<file path="config.mk">
export PLATFORM = sky130hd
export DESIGN_NAME = csa_row_accumulator
export DESIGN_NICKNAME = d
export VERILOG_FILES = /design/src/rtl/csa_row_accumulator.sv
export SDC_FILE = /design/constraint.sdc
export NUM_CORES = 1
export LEC_CHECK = 0
export CORE_AREA = 2 2 118 120
export DETAILED_ROUTE_END_ITERATION = 10
export DIE_AREA = 0 0 120 122
export PLACE_DENSITY_LB_ADDON = 0.3
export SKIP_CTS_REPAIR_TIMING = 1
export SYNTH_ARGS = -nofsm -noshare
export SYNTH_HDL_FRONTEND = slang
export SYNTH_SLANG_ARGS = --single-unit
</file>
<file path="constraint.sdc">
create_clock -name clk -period 3 [get_ports clk]
set_input_delay 0.3 -clock clk [delete_from_list [all_inputs] [get_ports clk]]
set_output_delay 0.3 -clock clk [all_outputs]
set_load 0.03 [all_outputs]
</file>
<file path="src/rtl/csa_row_accumulator.sv">
// Sequential carry-save accumulator: folds aligned partial-product rows into a
// registered (sum, carry) pair with 3:2 full-adder rows, LANES rows per beat.
module csa_row_accumulator #(
   parameter int unsigned WIDTH      = 24,
   parameter int unsigned TERMS      = 24,
   parameter int unsigned LANES      = 1,
   parameter int unsigned SHIFT_STEP = 1,
   parameter int unsigned ACC_W      = 48
) (
   input  logic                     clk,
   input  logic                     rst,
   input  logic                     in_valid,
   output logic                     in_ready,
   input  logic [LANES*WIDTH-1:0]   in_term,
   output logic                     out_valid,
   input  logic                     out_ready,
   output logic [ACC_W-1:0]         out_sum,
   output logic [ACC_W-1:0]         out_carry,
   output logic                     busy
);

   localparam int unsigned SAFE_LANES = (LANES == 0) ? 1 : LANES;
   localparam int unsigned BEATS      = TERMS / SAFE_LANES;
   localparam int unsigned CNT_W      = (BEATS < 2) ? 1 : $clog2(BEATS + 1);

   localparam logic [1:0] S_IDLE  = 2'd0;
   localparam logic [1:0] S_ACCUM = 2'd1;
   localparam logic [1:0] S_DONE  = 2'd2;

   generate
      if ((LANES != 1 && LANES != 2) || (TERMS % SAFE_LANES) != 0) begin : g_param_check
         $error("csa_row_accumulator: LANES must be 1 or 2 and divide TERMS");
      end
   endgenerate

   logic [1:0]       state;
   logic [CNT_W-1:0] beat;
   logic [ACC_W-1:0] acc_s;
   logic [ACC_W-1:0] acc_c;

   logic [ACC_W-1:0] fold_s;
   logic [ACC_W-1:0] fold_c;
   logic [ACC_W-1:0] row_t;
   logic [ACC_W-1:0] next_s;
   logic [WIDTH-1:0] lane_row;
   int unsigned      beat_idx;
   int unsigned      beat_nxt;
   logic             last_beat;
   logic             accept;

   assign accept    = in_valid && in_ready;
   assign in_ready  = (state != S_DONE);
   assign out_valid = (state == S_DONE);
   assign busy      = (state != S_IDLE);
   assign out_sum   = acc_s;
   assign out_carry = acc_c;

   // An IDLE beat starts from a zero accumulator at row index 0, so stale
   // contents left from the previous result never leak into a new operation.
   always_comb begin
      fold_s   = (state == S_IDLE) ? '0 : acc_s;
      fold_c   = (state == S_IDLE) ? '0 : acc_c;
      beat_idx = (state == S_IDLE) ? 0 : 32'(beat);
      beat_nxt = beat_idx + 1;
      last_beat = (beat_nxt == BEATS);
      row_t    = '0;
      next_s   = '0;
      lane_row = '0;
      for (int unsigned l = 0; l < LANES; l++) begin
         lane_row = in_term[l*WIDTH +: WIDTH];
         row_t    = ACC_W'(lane_row) << ((beat_idx * LANES + l) * SHIFT_STEP);
         next_s   = fold_s ^ fold_c ^ row_t;
         fold_c   = ((fold_s & fold_c) | (fold_s & row_t) | (fold_c & row_t)) << 1;
         fold_s   = next_s;
      end
   end

   always_ff @(posedge clk) begin
      if (rst) begin
         state <= S_IDLE;
         beat  <= '0;
         acc_s <= '0;
         acc_c <= '0;
      end else begin
         case (state)
            S_IDLE, S_ACCUM: begin
               if (accept) begin
                  acc_s <= fold_s;
                  acc_c <= fold_c;
                  beat  <= CNT_W'(beat_nxt);
                  state <= last_beat ? S_DONE : S_ACCUM;
               end
            end
            S_DONE: begin
               if (out_ready) begin
                  state <= S_IDLE;
                  beat  <= '0;
               end
            end
            default: begin
               state <= S_IDLE;
               beat  <= '0;
            end
         endcase
      end
   end

endmodule

</file>
==> metrics.md <==
| Metric | Value |
|---|---|
| Clock transition at path regs | 0.07 ns |
| Post-Syn Instances | between 800 and 900 |
| Synthesized area | roughly 0.0071 sq mm |
| Area grow syn2layout | 26.43% |
| Reg2Reg Depth | 10 |
| Placed cells | 1141 |
| Min-delay worst type | reg2reg |
| Starting DRC count in detailed routing | 565 |
| Final setup violation count | 0 |
| First-pass GRT wire length | 33.31 mm |
| Crit-path max FO | 20 |
| Grt ovf | 0 |
| CP Capture Type | register |
| Synth warnings | 0 |
| Layout cells sized above 1 | approximately 11% |
| Total CTS buffers | 9 |
| Clock tree sinks | ~100 |
| Die footprint | ~0.015 sq mm |
| R2r endpoint | out_sum[36]$_SDFFE_PP0P_ |
| Final Hold Viols | 0 |
| Critical Path Start Type | register |
| Initial core utilization | a little over half |
| Wire per inst | approximately 18 um |
| Clock Skew | ~0.012 ns |
| Period utilization | a little over nine tenths |
| RD Place Congestion | a little over 1 |
| Dpl cell area | ~0.0086 sq mm |
| Max Cap Viol | 0 |
| Via/cell ratio | a little under 6 |
| WHS Endpoint | out_sum[0]$_SDFFE_PP0P_ |
| Fin nets | ~1000 |
| Vias in the first global route | 6327 |
| Final core occ | about two thirds |
| Number of instances on the worst hold path | 2 |
| DR DRC count | 0 |
| Worst-Skew Late Latency | ~0.36 ns |
| Vias | 6886 |
| Outcome | complete, no violations |
| Clock tree buffer depth | 2 |
| RR Startpoint | state[1]$_SDFFE_PP0P_ |
| Drt pass-1 iters | 5 |
| Antenna diode count | 0 |
| Row count | 43 |
| Die height | around 120 um |
| Global Route Usage Sum | slightly below 30% |
| Ports | 127 |
| Routed WL | ~21 mm |
| H-tree depth | 3 |
| Power density over the cells | approximately 430 mW/mm^2 |
| Avg Inst Size Synth | a little over 8 sq um |
| Fmax | between 0.3 and 0.4 GHz |
| Post-synth EDFFs | 0 |
| Worst Hold Launch | out_sum[0]$_SDFFE_PP0P_ |
| Distinct cells, synth | 65 |
| WP data required | between 3 and 4 ns |
| Peak supply drop | 0.2410 mV |
| Syn nets | 940 |
| CTS tree | yes |
| Post-Layout Cell Count | ~1200 |
| Final instance area | approximately 0.0089 sq mm |
| Total power | between 3000 and 4000 uW |
| Post-synthesis register bit count | between 100 and 150 |
| Fill count | ~1200 |
| Worst EP arrival | 3.19 ns |
| Minimum clock period | a little under 3 ns |
| Seq/Total Area, Yosys | 28.89% |
| Critical path type | reg2reg |
| Port bufs | ~130 |
| Setup WS post-layout | around 0.074 ns |
| Die width | approximately 120 um |
| Pins Over Slew Limit | 0 |
| DP Worst Slack | -0.06810 ns |
| Root Driver | clkbuf_16 |
| Async S/R FF share, synth | 0% |
| Largest net degree at the start of global routing | 76 |
| Final antenna-violating net count | 0 |
| Pleak | ~0.0031 uW |
| Core area | 0.01350 sq mm |
| RSZ-0062 raised after global routing | no |
| DP Wirelength | around 16 mm |
| Slew HR | 52.59% |
| Worst reg-to-reg setup slack | approximately 0.074 ns |
| Most used DFF post-synth | dfxtp_1 |
| Antenna violations before repair | 0 |
| Least-Margin Pin Slew | 0.7112 ns |
==> layer usage <==
metal | track usage (%) | up-vias | part of all wire, %
met5 | 0 | - | 0
met2 | 46.95 | 275 | 47
met1 | 39.84 | 3307 | 44
met4 | 7.794 | 0 | 2.2
li1 | - | 3265 | -
met3 | 5.478 | 39 | 6.8
==> stage by stage <==
step	setup TNS, ns	hold WS [ns]
detailed placement	-0.1152	0.4591
floorplan	0	0.4950
global route	0	0.4803
CTS	-0.02547	0.4689
finish	0	0.4671
global placement	-0.03210	0.4610
==> how the worst max path moves through the flow <==
| stage | from | slack, ns | endpoint | cells past startpoint |
|---|---|---|---|---|
| floorplan | state[1]$_SDFFE_PP0P_ | 0.62 | out_sum[12]$_SDFFE_PP0P_ | 8 |
| global placement | in_term[5] | -0.03 | out_sum[36]$_SDFFE_PP0P_ | 10 |
| detailed placement | in_term[9] | -0.07 | out_sum[36]$_SDFFE_PP0P_ | 10 |
| CTS | state[1]$_SDFFE_PP0P_ | -0.02 | out_sum[23]$_SDFFE_PP0P_ | 9 |
| global route | state[1]$_SDFFE_PP0P_ | 0.001 | out_sum[23]$_SDFFE_PP0P_ | 9 |
| finish | state[1]$_SDFFE_PP0P_ | 0.07 | out_sum[36]$_SDFFE_PP0P_ | 10 |
==> synth_stat cells (3+ instances only) <==
library cell / n / area [sq um]
buf_4: 10 / 75.07
o21ai_0: 20 / 100.1
nand3_1: 10 / 50.05
clkbuf_1: 42 / 157.7
o221a_2: 8 / 90.09
o211ai_1: 7 / 52.55
inv_1: 8 / 30.03
a22oi_1: 11 / 82.58
a211oi_1: 99 / 743.2
buf_6: 8 / 90.09
o22ai_1: 12 / 75.07
a21oi_1: 30 / 150.1
o21ai_1: 6 / 30.03
a21o_1: 5 / 37.54
buf_2: 20 / 100.1
and2_1: 3 / 18.77
fa_1: 46 / 920.9
a211oi_2: 3 / 37.54
a32oi_1: 3 / 26.28
dfxtp_1: 102 / 2042
nand2_1: 160 / 600.6
o31ai_1: 3 / 22.52
mux2i_1: 34 / 340.3
nor2b_1: 9 / 56.30
nor3_1: 7 / 35.03
a31oi_1: 12 / 75.07
nor2_1: 128 / 480.5
a221oi_1: 3 / 26.28
nand2b_1: 9 / 56.30
==> cells by family (layout without fill, tap and decap cells) <==
family	Yosys count	in the layout	synth area share (%)
AND/OR/NAND/NOR	342	342	20.15
AO/OA/AOI/OAI	240	240	24.64
flip-flops	102	102	28.89
buffers and inverters	92	204	6.656
adder cells (fa/ha/maj)	47	47	13.21
multiplexers	40	40	6.284
other	1	1	0.05306
XOR/XNOR	1	1	0.1239
==> flip-flops by register name, summed over array words and instances (netlist names) <==
name / cells
beat: 5
out_carry: 47
out_sum: 48
state: 2
==> placed cells by master, fill, tap and decap left out, types with 8 or more instances in the layout <==
cell and instances:
mux2i_1 32, clkdlybuf4s50_1 124, dfxtp_1 100, o22ai_1 12, a21oi_1 28, nor2b_1 8
a31oi_1 12, fa_1 46, buf_4 50, a211oi_1 99, o21ai_0 20, nand2b_1 9
nor2_1 128, inv_1 8, clkbuf_16 9, nand2_1 160, a22oi_1 11, o221a_2 8
nand3_1 10
==> critical path, stage by stage, from the launching register on <==
cell,delay [ns]
dfxtp_1,0.38
nor2_2,0.29
buf_12,0.21
o22ai_1,0.10
a221oi_2,0.44
mux2i_1,0.17
mux2i_2,0.29
a21oi_1,0.12
buf_4,0.16
fa_1,0.46
a211oi_1,0.20
==> cell type report <==
class                   instances  area, sq um  area share, %
clock buffers                  10        239.0          2.674
clock inverters                 6        101.3          1.134
well taps                     180        225.2          2.520
multi-input cells             671         4584          51.30
inverters                      10        42.54         0.4761
flip-flops and latches        102         2047          22.91
repair buffers                178         1697          18.99
==> where the power goes <==
group	internal [uW]	leakage, uW	switching (uW)	total (uW)
registers	1440	0.000842	75.4	1510
clock network	768	0.000162	564	1330
logic	399	0.00208	601	1000
Power figures use the tool's default switching activity.
